## src/rtl/pc_sequencer_pkg.sv

```systemverilog
// Shared definitions for the program-counter sequencer: state encoding,
// error codes and PC defaults.
package pc_sequencer_pkg;

  typedef enum logic [2:0] {
    ST_IDLE,
    ST_FETCH,
    ST_EXEC,
    ST_UPDATE,
    ST_HALT
  } seq_state_e;

  localparam logic [1:0] ERR_NONE          = 2'b00;
  localparam logic [1:0] ERR_FETCH_TIMEOUT = 2'b01;
  localparam logic [1:0] ERR_MISALIGNED    = 2'b10;

  localparam int unsigned PC_INCR              = 4;
  localparam logic [63:0] RESET_VECTOR_DEFAULT = 64'h0;

endpackage

```

## src/rtl/pc_sequencer_branch_target_adder.sv

```systemverilog
// PC-relative branch target: pc + (word offset << 2), wrapping modulo 2^XLEN.
module pc_sequencer_branch_target_adder #(
  parameter int XLEN = 64
) (
  input  logic [XLEN-1:0] pc_i,
  input  logic [XLEN-1:0] offset_i,
  output logic [XLEN-1:0] target_o
);

  assign target_o = pc_i + (offset_i << 2);

endmodule

```

## src/rtl/pc_sequencer.sv

```systemverilog
// Handshaked program-counter sequencer: fetch, wait for execute, select the
// next PC (sequential / PC-relative / register branch), with timeout and
// alignment error detection.
//
// state  | meaning
// IDLE   | one cycle after reset release
// FETCH  | imem_req high, waiting for imem_ack, timeout counting
// EXEC   | instruction handed over, waiting for exec_done
// UPDATE | commit next_pc or flag misaligned target
// HALT   | stopped; only reset exits
module pc_sequencer
  import pc_sequencer_pkg::*;
#(
  parameter int              XLEN          = 64,
  parameter logic [XLEN-1:0] RESET_VECTOR  = XLEN'(RESET_VECTOR_DEFAULT),
  parameter int              FETCH_TIMEOUT = 16
) (
  input  logic            clk,
  input  logic            rst_n,
  output logic            imem_req,
  output logic [XLEN-1:0] imem_addr,
  input  logic            imem_ack,
  output logic            instr_valid,
  input  logic            exec_done,
  input  logic            br_uncond,
  input  logic            br_cond,
  input  logic            br_cond_taken,
  input  logic            br_reg,
  input  logic [XLEN-1:0] br_offset,
  input  logic [XLEN-1:0] br_reg_target,
  input  logic            halt,
  output logic [XLEN-1:0] pc,
  output logic            halted,
  output logic [1:0]      err
);

  localparam int            CNT_W        = $clog2(FETCH_TIMEOUT + 1);
  localparam logic [CNT_W-1:0] TIMEOUT_LAST = CNT_W'(FETCH_TIMEOUT - 1);

  seq_state_e       state_q;
  logic [XLEN-1:0]  pc_q;
  logic [XLEN-1:0]  next_pc_q;
  logic [CNT_W-1:0] cnt_q;
  logic             imem_req_q;
  logic             instr_valid_q;
  logic             halted_q;
  logic             halt_q;
  logic [1:0]       err_q;

  logic [XLEN-1:0]  br_target;
  logic [XLEN-1:0]  pc_plus4;
  logic [XLEN-1:0]  next_pc_d;

  pc_sequencer_branch_target_adder #(
    .XLEN (XLEN)
  ) u_br_adder (
    .pc_i     (pc_q),
    .offset_i (br_offset),
    .target_o (br_target)
  );

  assign pc_plus4 = pc_q + XLEN'(PC_INCR);

  // Register-indirect wins over any PC-relative request.
  always_comb begin
    next_pc_d = pc_plus4;
    if (br_reg) begin
      next_pc_d = br_reg_target;
    end else if (br_uncond || (br_cond && br_cond_taken)) begin
      next_pc_d = br_target;
    end
  end

  always_ff @(posedge clk or negedge rst_n) begin
    if (!rst_n) begin
      state_q       <= ST_IDLE;
      pc_q          <= RESET_VECTOR;
      next_pc_q     <= RESET_VECTOR;
      cnt_q         <= '0;
      imem_req_q    <= 1'b0;
      instr_valid_q <= 1'b0;
      halted_q      <= 1'b0;
      halt_q        <= 1'b0;
      err_q         <= ERR_NONE;
    end else begin
      instr_valid_q <= 1'b0;
      if (halt && (state_q != ST_HALT)) begin
        halt_q <= 1'b1;
      end
      case (state_q)
        ST_IDLE: begin
          state_q    <= ST_FETCH;
          imem_req_q <= 1'b1;
          cnt_q      <= '0;
        end
        ST_FETCH: begin
          if (imem_ack) begin
            imem_req_q    <= 1'b0;
            instr_valid_q <= 1'b1;
            cnt_q         <= '0;
            state_q       <= ST_EXEC;
          end else if (cnt_q == TIMEOUT_LAST) begin
            imem_req_q <= 1'b0;
            err_q      <= ERR_FETCH_TIMEOUT;
            halted_q   <= 1'b1;
            state_q    <= ST_HALT;
          end else begin
            cnt_q <= cnt_q + CNT_W'(1);
          end
        end
        ST_EXEC: begin
          if (exec_done) begin
            next_pc_q <= next_pc_d;
            state_q   <= ST_UPDATE;
          end
        end
        ST_UPDATE: begin
          // Only a register target can be misaligned; pc keeps the faulting instruction.
          if (next_pc_q[1:0] != 2'b00) begin
            err_q    <= ERR_MISALIGNED;
            halted_q <= 1'b1;
            state_q  <= ST_HALT;
          end else begin
            pc_q <= next_pc_q;
            if (halt_q || halt) begin
              halted_q <= 1'b1;
              state_q  <= ST_HALT;
            end else begin
              imem_req_q <= 1'b1;
              cnt_q      <= '0;
              state_q    <= ST_FETCH;
            end
          end
        end
        ST_HALT: begin
          imem_req_q <= 1'b0;
          halted_q   <= 1'b1;
        end
        default: begin
          imem_req_q <= 1'b0;
          halted_q   <= 1'b1;
          state_q    <= ST_HALT;
        end
      endcase
    end
  end

  assign imem_req    = imem_req_q;
  assign imem_addr   = pc_q;
  assign instr_valid = instr_valid_q;
  assign pc          = pc_q;
  assign halted      = halted_q;
  assign err         = err_q;

endmodule
```

## config.mk

```make
export PLATFORM = sky130hd
export DESIGN_NAME = pc_sequencer
export DESIGN_NICKNAME = d
export VERILOG_FILES = /design/src/rtl/pc_sequencer_pkg.sv /design/src/rtl/pc_sequencer_branch_target_adder.sv /design/src/rtl/pc_sequencer.sv
export SDC_FILE = /design/constraint.sdc
export NUM_CORES = 1
export LEC_CHECK = 0
export CORE_AREA = 2 2 147 149
export DETAILED_ROUTE_END_ITERATION = 10
export DIE_AREA = 0 0 149 151
export PLACE_DENSITY_LB_ADDON = 0.3
export SYNTH_ARGS = -nofsm -noshare
export SYNTH_HDL_FRONTEND = slang
export SYNTH_SLANG_ARGS = --single-unit
```

## constraint.sdc

```tcl
create_clock -name clk -period 4.35 [get_ports clk]
set_input_delay 1.0875 -clock clk [delete_from_list [all_inputs] [get_ports clk]]
set_output_delay 1.0875 -clock clk [all_outputs]
set_load 0.01 [all_outputs]
```

==> impl_metrics.env, run 1 <==
export IMPL_irDropWorstVdd_v=0.0002990
export IMPL_status="complete, no violations"
export IMPL_yosysWarnings=0
export IMPL_synth_area_per_cell_um2=8.746
export IMPL_fp_row_count=53
export IMPL_hp_class="register to register"
export IMPL_yosys_area_top_type_share_pct=34.35
export IMPL_die_area_um2=22500
export IMPL_whs_ns=0.4695
export IMPL_cts_buffer_depth=2
export IMPL_pre_cts_ws_ns=-0.7981
export IMPL_drive_gt1_share_pct=21.39
export IMPL_synth_fa_ha_area_share_pct=7.812
export IMPL_finalSetupViolCount=0
export IMPL_gr_usage_met2_pct=51.15
export IMPL_slew_headroom_pct=36.39
export IMPL_stdcell_area_um2=14880
export IMPL_synth_edf_count=0
export IMPL_worst_ep_arrival_time_ns=4.60
export IMPL_setup_ws_ns=0.1002
export IMPL_hold_buffers=0
export IMPL_fill_cells=1622
export IMPL_clk_latency_ns=0.44
export IMPL_top_usage_layer="met2"
export IMPL_n_antenna_cell=0
export IMPL_core_area_um2=20820
export IMPL_synth_xor_area_share_pct=4.741
export IMPL_rr_startpoint="imem_addr[2]"
export IMPL_synth_top_family_by_area="compound AO/OA/AOI/OAI gates"
export IMPL_power_mw=6.269
export IMPL_viasPerCell=5.532
export IMPL_die_width_um=149
export IMPL_ys_async_sr_fraction_pct=100.0
export IMPL_fin_nets=1731
export IMPL_finalSetupTns_ns=0
export IMPL_worstSetupPathType="input pin to register"
export IMPL_grtUsageTotal_pct=28.36
export IMPL_synthesis_area_um2=10350
export IMPL_chipHeight_um=151
export IMPL_cts_tree="done"
export IMPL_dpl_hpwl_mm=23.40
export IMPL_io_buffers=267
export IMPL_stdcell_count=1818
export IMPL_final_util_pct=71.44
export IMPL_cts_root_buf="clkbuf_16"
export IMPL_max_slew_worst_pin_slew_ns=0.9542
export IMPL_routabilityCongestion=0.8952
export IMPL_clk_pin_slew_ns=0.07
export IMPL_fin_skew_ns=0.01156
export IMPL_synth_simple_area_share_pct=16.91
export IMPL_post_route_min_period_ns=4.250
export IMPL_min_delay_start="halted"
export IMPL_grt_overflow_total=0
export IMPL_ant_nets=0
export IMPL_power_density_nw_per_um2=421.5
export IMPL_routedWlPerCell_um=17.69
export IMPL_grt_pass1_wl_mm=50.60
export IMPL_cts_buffers=17
export IMPL_power_static_leakage_nw=6.858
export IMPL_yosysSeqAreaShare_pct=34.35
export IMPL_drc=0
export IMPL_finalHoldViolCount=0
export IMPL_ys_seq_elements=142
export IMPL_multiInputGateArea_um2=6152
export IMPL_crit_start="br_uncond"
export IMPL_synth_compound_area_share_pct=20.43
export IMPL_post_route_period_util_pct=97.70
export IMPL_routed_wl_mm=32.17
export IMPL_slew_violations=0
export IMPL_startpoint_type="input pin"
export IMPL_ys_flop_type="dfrtp_1"
export IMPL_antenna_found_initial=0
export IMPL_end_kind="register"
export IMPL_post_dp_cell_area_um2=13990
export IMPL_area_growth_pct=43.78
export IMPL_crit_path_max_fanout=5
export IMPL_syn_nets=1384
export IMPL_grt_use_met3_pct=4.608
export IMPL_synthMuxAreaShare_pct=7.957
export IMPL_met1_usage_pct=35.20
export IMPL_synth_top_cell_by_area="dfrtp_1"
export IMPL_grt_pass1_vias=10150
export IMPL_htreeDepth=4
export IMPL_maxCapViolations=0
export IMPL_placed_cells=1775
export IMPL_via_count=10060
export IMPL_register_area_um2=3553
export IMPL_fmax_mhz=235.3
export IMPL_clock_sinks=142
export IMPL_ys_types=64
export IMPL_netlist_instances=1183
export IMPL_dr_pass1_iters=5
export IMPL_initial_core_util_pct=49.69
export IMPL_synth_area_leaders="dfrtp_1, ha_1, mux2_2"
export IMPL_first_iter_violations=537
export IMPL_ioPinCount=270
export IMPL_grt_max_degree=78
export IMPL_worstPathRequired_ns=4.70
[cell families (layout without fill, tap and decap cells)]
group	count (synthesis)	after routing
simple gates	356	356
compound gates	344	344
buf+inv	147	507
flops	142	142
mux	74	74
fa+ha+maj	64	64
xor+xnor	56	56
[what timing repair did]
action | in CTS | in global routing
pin swaps | 9 | 18
buffers inserted | 6 | 5
setup endpoints to repair | 19 | 20
gates resized for setup | 13 | 28
cloned | 0 | 1
[registers in the layout, indices dropped and copies added, names as in the netlist]
signal	flops
imem_addr	64
next_pc_q	64
cnt_q	5
state_q	3
err	2
halt_q	1
halted	1
imem_req	1
instr_valid	1
[synthesized netlist by cell type, types with 2 or more instances]
| master | number |
|---|---|
| mux2_2 | 62 |
| nand3b_1 | 5 |
| nor4_1 | 4 |
| a21o_1 | 38 |
| and2_1 | 7 |
| xnor2_1 | 31 |
| o21a_1 | 12 |
| xor2_1 | 25 |
| buf_2 | 13 |
| nor2_1 | 85 |
| clkbuf_1 | 48 |
| and3_1 | 12 |
| o211ai_1 | 2 |
| nand3_1 | 18 |
| a41oi_1 | 2 |
| buf_1 | 5 |
| o21ai_0 | 89 |
| mux2i_1 | 11 |
| o21ai_1 | 2 |
| dfrtp_1 | 142 |
| a221o_1 | 2 |
| buf_4 | 64 |
| o22ai_1 | 4 |
| o221ai_1 | 5 |
| a31o_2 | 3 |
| nand2_1 | 99 |
| a21oi_2 | 2 |
| or2_2 | 3 |
| a21oi_1 | 125 |
| a211o_1 | 5 |
| a211oi_1 | 8 |
| nor3_1 | 16 |
| o211ai_2 | 2 |
| nand4_1 | 18 |
| inv_1 | 17 |
| o31ai_1 | 4 |
| nand2b_1 | 9 |
| nor3b_1 | 3 |
| ha_1 | 63 |
| a31oi_1 | 12 |
| o21bai_1 | 13 |
| nor2b_1 | 69 |
| or3_1 | 3 |
[cells in the final DEF, fill, tap and decap left out, types with 38 or more instances in the layout]
master / count
mux2_2: 62
dfrtp_1: 142
o21ai_0: 86
clkdlybuf4s50_1: 262
a21oi_1: 123
nand2_1: 97
a21o_1: 38
buf_4: 184
ha_1: 59
nor2_1: 84
nor2b_1: 68
[report_power, final]
part	internal (mW)	total, mW	switching [mW]
logic	1.50	2.76	1.27
clock network	0.827	1.51	0.683
registers	1.69	1.99	0.308
[critical path, cell delays in order]
cell           delay, ns
dlygate4sd2_1       0.26
a21oi_4             0.14
buf_12              0.14
buf_6               0.09
buf_4               0.12
nor2b_1             0.06
ha_1                0.35
and4_4              0.26
nand3_2             0.08
a21oi_2             0.14
o2111a_2            0.28
o211ai_4            0.10
a21oi_4             0.22
o31ai_4             0.11
a31oi_4             0.21
or3b_4              0.40
mux2_4              0.31
a221oi_2            0.23
[per-layer routing]
layer  vias to the layer above  wire, um
li1                       4818         -
met1                      4846     13510
met2                       343     16240
met3                        51      1877
met4                         0       545
met5                         -         0
[layout make-up]
cell class	instances	share of cell area (%)
clock buffer	18	2.952
sequential	142	23.89
multi-input combinational	894	41.36
inverter	17	0.4290
clock inverter	14	1.001
tap	275	2.313
timing repair buffer	458	28.06
[path summary, 6_finish.rpt]
path                                 end  slack [ns]  cells past startpoint
max                        next_pc_q[56]        0.10                     18
max in group asynchronous  next_pc_q[29]        2.74                      2
max reg2reg                next_pc_q[56]        1.03                     13
min reg2reg                       halted        0.47                      1
min                               halted        0.47                      1
min in group asynchronous  imem_addr[37]        0.67                      1
Power figures use the tool's default switching activity.
==> inputs of run 2 (changes only) <==
--- a/config.mk
+++ b/config.mk
@@ -5,10 +5,11 @@
 export SDC_FILE = /design/constraint.sdc
 export NUM_CORES = 1
 export LEC_CHECK = 0
-export CORE_AREA = 2 2 147 149
+export CORE_AREA = 2 2 151 153
 export DETAILED_ROUTE_END_ITERATION = 10
-export DIE_AREA = 0 0 149 151
+export DIE_AREA = 0 0 153 155
 export PLACE_DENSITY_LB_ADDON = 0.3
 export SYNTH_ARGS = -nofsm -noshare
 export SYNTH_HDL_FRONTEND = slang
+export SYNTH_HIERARCHICAL = 1
 export SYNTH_SLANG_ARGS = --single-unit
==> constraint.sdc (replaced) <==
create_clock -name clk -period 4.9 [get_ports clk]
set_input_delay 1.225 -clock clk [delete_from_list [all_inputs] [get_ports clk]]
set_output_delay 1.225 -clock clk [all_outputs]
set_load 0.01 [all_outputs]
==> run 2 against run 1 <==
Net effect:
- critical path depth increased by 1
- highest routed layer unchanged
- sequential share of layout area decreased by 0.57 points
- utilization decreased by 2.9 points
- clock power decreased by 7%
- die area increased by 5.4%
- largest power group unchanged
- worst setup slack improved by 0.27 ns
- sequential power increased by 13%
==> impl_metrics.env, run 2 <==
export IMPL_status="complete, no violations"
export IMPL_clk_pin_slew_ns=0.06
export IMPL_p_int_mw=4.549
export IMPL_power_mw=7.827
export IMPL_hp_class="register to register"
export IMPL_ys_async_sr_fraction_pct=100.0
export IMPL_yosysWarnings=6
export IMPL_maxCapViolations=0
export IMPL_die_area_um2=23720
export IMPL_cts_tree="done"
export IMPL_cts_buffers=17
export IMPL_finalSetupTns_ns=0
export IMPL_grt_overflow_total=0
export IMPL_power_density_nw_per_um2=513.5
export IMPL_clk_latency_ns=0.42
export IMPL_met1_usage_pct=46.70
export IMPL_routed_wl_mm=38.83
export IMPL_crit_path_max_fanout=4
export IMPL_ant_nets=0
export IMPL_dpl_hpwl_mm=28.62
export IMPL_yosys_area_top_type_share_pct=29.61
export IMPL_routabilityCongestion=0.9966
export IMPL_switching_share_pct=41.88
export IMPL_grt_max_degree=81
export IMPL_slew_headroom_pct=28.31
export IMPL_synth_area_per_cell_um2=8.260
export IMPL_holdPathEnd="next_pc_q[5]"
export IMPL_drive_gt1_share_pct=10.63
export IMPL_dr_pass1_iters=6
export IMPL_p_comb_share_pct=53.2
export IMPL_finalHoldViolCount=0
export IMPL_whs_ns=0.4727
export IMPL_seq_power_share_pct=28.7
export IMPL_final_common_cell="clkdlybuf4s50_1"
export IMPL_rr_startpoint="imem_addr[2]"
export IMPL_worstReg2RegEnd="next_pc_q[60]"
export IMPL_fin_skew_ns=0.01270
export IMPL_synth_edf_count=0
export IMPL_worst_ep_arrival_time_ns=4.87
export IMPL_io_buffers=267
export IMPL_p_switching_mw=3.278
export IMPL_worstSetupPathType="input pin to register"
export IMPL_die_width_um=153
export IMPL_reg2regPathDepth=18
export IMPL_ys_seq_elements=142
export IMPL_clock_sinks=142
export IMPL_hold_depth=2
export IMPL_top_usage_layer="met2"
export IMPL_grt_pass1_wl_mm=61.81
export IMPL_cts_resized=0
export IMPL_slew_violations=0
export IMPL_netlist_instances=1453
export IMPL_max_slew_worst_pin_slew_ns=1.075
export IMPL_cts_buffer_depth=2
export IMPL_chipHeight_um=155
export IMPL_fmax_mhz=220.8
export IMPL_rrSetupSlack_ns=1.08
export IMPL_fin_nets=1845
export IMPL_gr_usage_met2_pct=50.14
export IMPL_hold_buffers=0
export IMPL_syn_nets=1655
export IMPL_yosysSeqAreaShare_pct=29.61
export IMPL_startpoint_type="input pin"
export IMPL_power_frac_clock_pct=18.1
export IMPL_htreeDepth=4
export IMPL_drc=0
export IMPL_synth_top_cell_by_area="dfrtp_1"
export IMPL_finalSetupViolCount=0
export IMPL_fp_row_count=55
export IMPL_ys_flop_type="dfrtp_1"
export IMPL_ioPinCount=270
export IMPL_cts_setup_buffers=0
export IMPL_first_iter_violations=981
export IMPL_post_route_period_util_pct=92.43
export IMPL_irDropWorstVdd_v=0.0002363
export IMPL_power_static_leakage_nw=6.268
export IMPL_synthesis_area_um2=12000
export IMPL_core_area_um2=22230
export IMPL_area_growth_pct=27.00
export IMPL_synth_area_leaders="dfrtp_1, ha_1, xnor2_1"
export IMPL_cts_root_buf="clkbuf_16"
export IMPL_final_cell_mix="clkdlybuf4s50_1, nand2_1, dfrtp_1, nor2_1, a21oi_1"
export IMPL_grt_use_met3_pct=4.986
export IMPL_yosysMostFrequentCell="nand2_1"
export IMPL_final_util_pct=68.57
export IMPL_rsz0062_at_grt="no"
export IMPL_end_kind="register"
export IMPL_post_route_min_period_ns=4.529
export IMPL_routedWlPerCell_um=20.01
export IMPL_via_count=12050
export IMPL_grtUsageTotal_pct=32.27
export IMPL_initial_core_util_pct=53.99
export IMPL_fill_cells=1863
export IMPL_viasPerCell=6.208
export IMPL_antenna_found_initial=2
export IMPL_synth_common_cells="nand2_1, dfrtp_1, nor2_1"
export IMPL_ys_types=75
export IMPL_min_delay_start="next_pc_q[5]"
export IMPL_worstPathRequired_ns=5.24
export IMPL_grt_pass1_vias=11580
run 2: cell count changes after synthesis, sizes merged, moves of 42 or more:
cell	before	now
o211ai	4	46
nand2	99	155
nor2b	69	4
xnor2	31	82
nor2	85	129
run 2: power groups by stage:
| stage | Clock [mW] | Sequential [mW] | Combinational [mW] |
|---|---|---|---|
| 2_1_floorplan | 0 | 2.14 | 2.69 |
| 3_5_place_dp | 0 | 2.25 | 4.07 |
| 6_report | 1.41 | 2.25 | 4.17 |
| 4_1_cts | 1.43 | 2.24 | 4.12 |
| 5_1_grt | 1.49 | 2.32 | 4.55 |
| 3_3_place_gp | 0 | 2.23 | 4.02 |
run 2: worst max-delay path, cell delays in order:
cell and delay [ns]:
clkdlybuf4s50_1 0.43, ha_1 0.21, inv_1 0.07, fa_1 0.17, and2b_1 0.20, o2111ai_1 0.26, a21boi_2 0.14, a21oi_2 0.30
o32ai_2 0.14, buf_4 0.17, o21ai_1 0.26, o21ai_1 0.13, buf_4 0.17, a211oi_1 0.31, xnor2_1 0.16, nor2_1 0.06
o211ai_1 0.16, o21ai_0 0.12, a31oi_1 0.17
run 2: stage by stage:
| stage | area [um^2] | cells | setup slack [ns] |
|---|---|---|---|
| finish | 15240 | 1941 | 0.3708 |
| global route | 15240 | 1941 | 0.1118 |
| CTS | 15240 | 1940 | 0.4584 |
| detailed placement | 14610 | 1909 | 0.03484 |
| global placement | 14610 | 1909 | 0.1140 |
| floorplan | 12000 | 1453 | 0.8943 |
run 2: logic make-up (layout without fill, tap and decap cells):
family	count (synthesis)	after routing	share of synthesized area [%]
fa+ha+maj	65	65	6.839
xor+xnor	119	119	8.684
other cells	0	1	0
flops	142	142	29.61
simple gates	462	462	18.80
mux	63	63	5.911
compound gates	428	428	22.53
buf+inv	174	376	7.631
run 2: final cells by class:
type / instances / area (um^2) / share of cell area (%)
multi-input combinational: 1137 / 7547 / 49.52
tap: 285 / 356.6 / 2.340
timing repair buffer: 314 / 3037 / 19.92
clock inverter: 13 / 200.2 / 1.313
antenna: 1 / 2.502 / 0.01642
clock buffer: 18 / 429.2 / 2.816
inverter: 31 / 116.4 / 0.7634
sequential: 142 / 3553 / 23.31
run 2: how the worst max path moves through the flow:
stage,start,to,cells past startpoint
2_1_floorplan,br_offset[0],next_pc_q[48],16
3_3_place_gp,br_offset[0],next_pc_q[48],18
3_5_place_dp,br_offset[0],next_pc_q[60],19
4_1_cts,br_offset[0],next_pc_q[60],19
5_1_grt,br_offset[0],next_pc_q[60],19
6_report,br_offset[0],next_pc_q[60],19
run 2: routing by layer:
| layer | vias up | part of all wire [%] | wire, um |
|---|---|---|---|
| li1 | 5594 | - | - |
| met3 | 76 | 8.1 | 3162 |
| met1 | 5789 | 44 | 17230 |
| met2 | 590 | 45 | 17400 |
| met5 | - | 0 | 0 |
| met4 | 0 | 2.7 | 1048 |
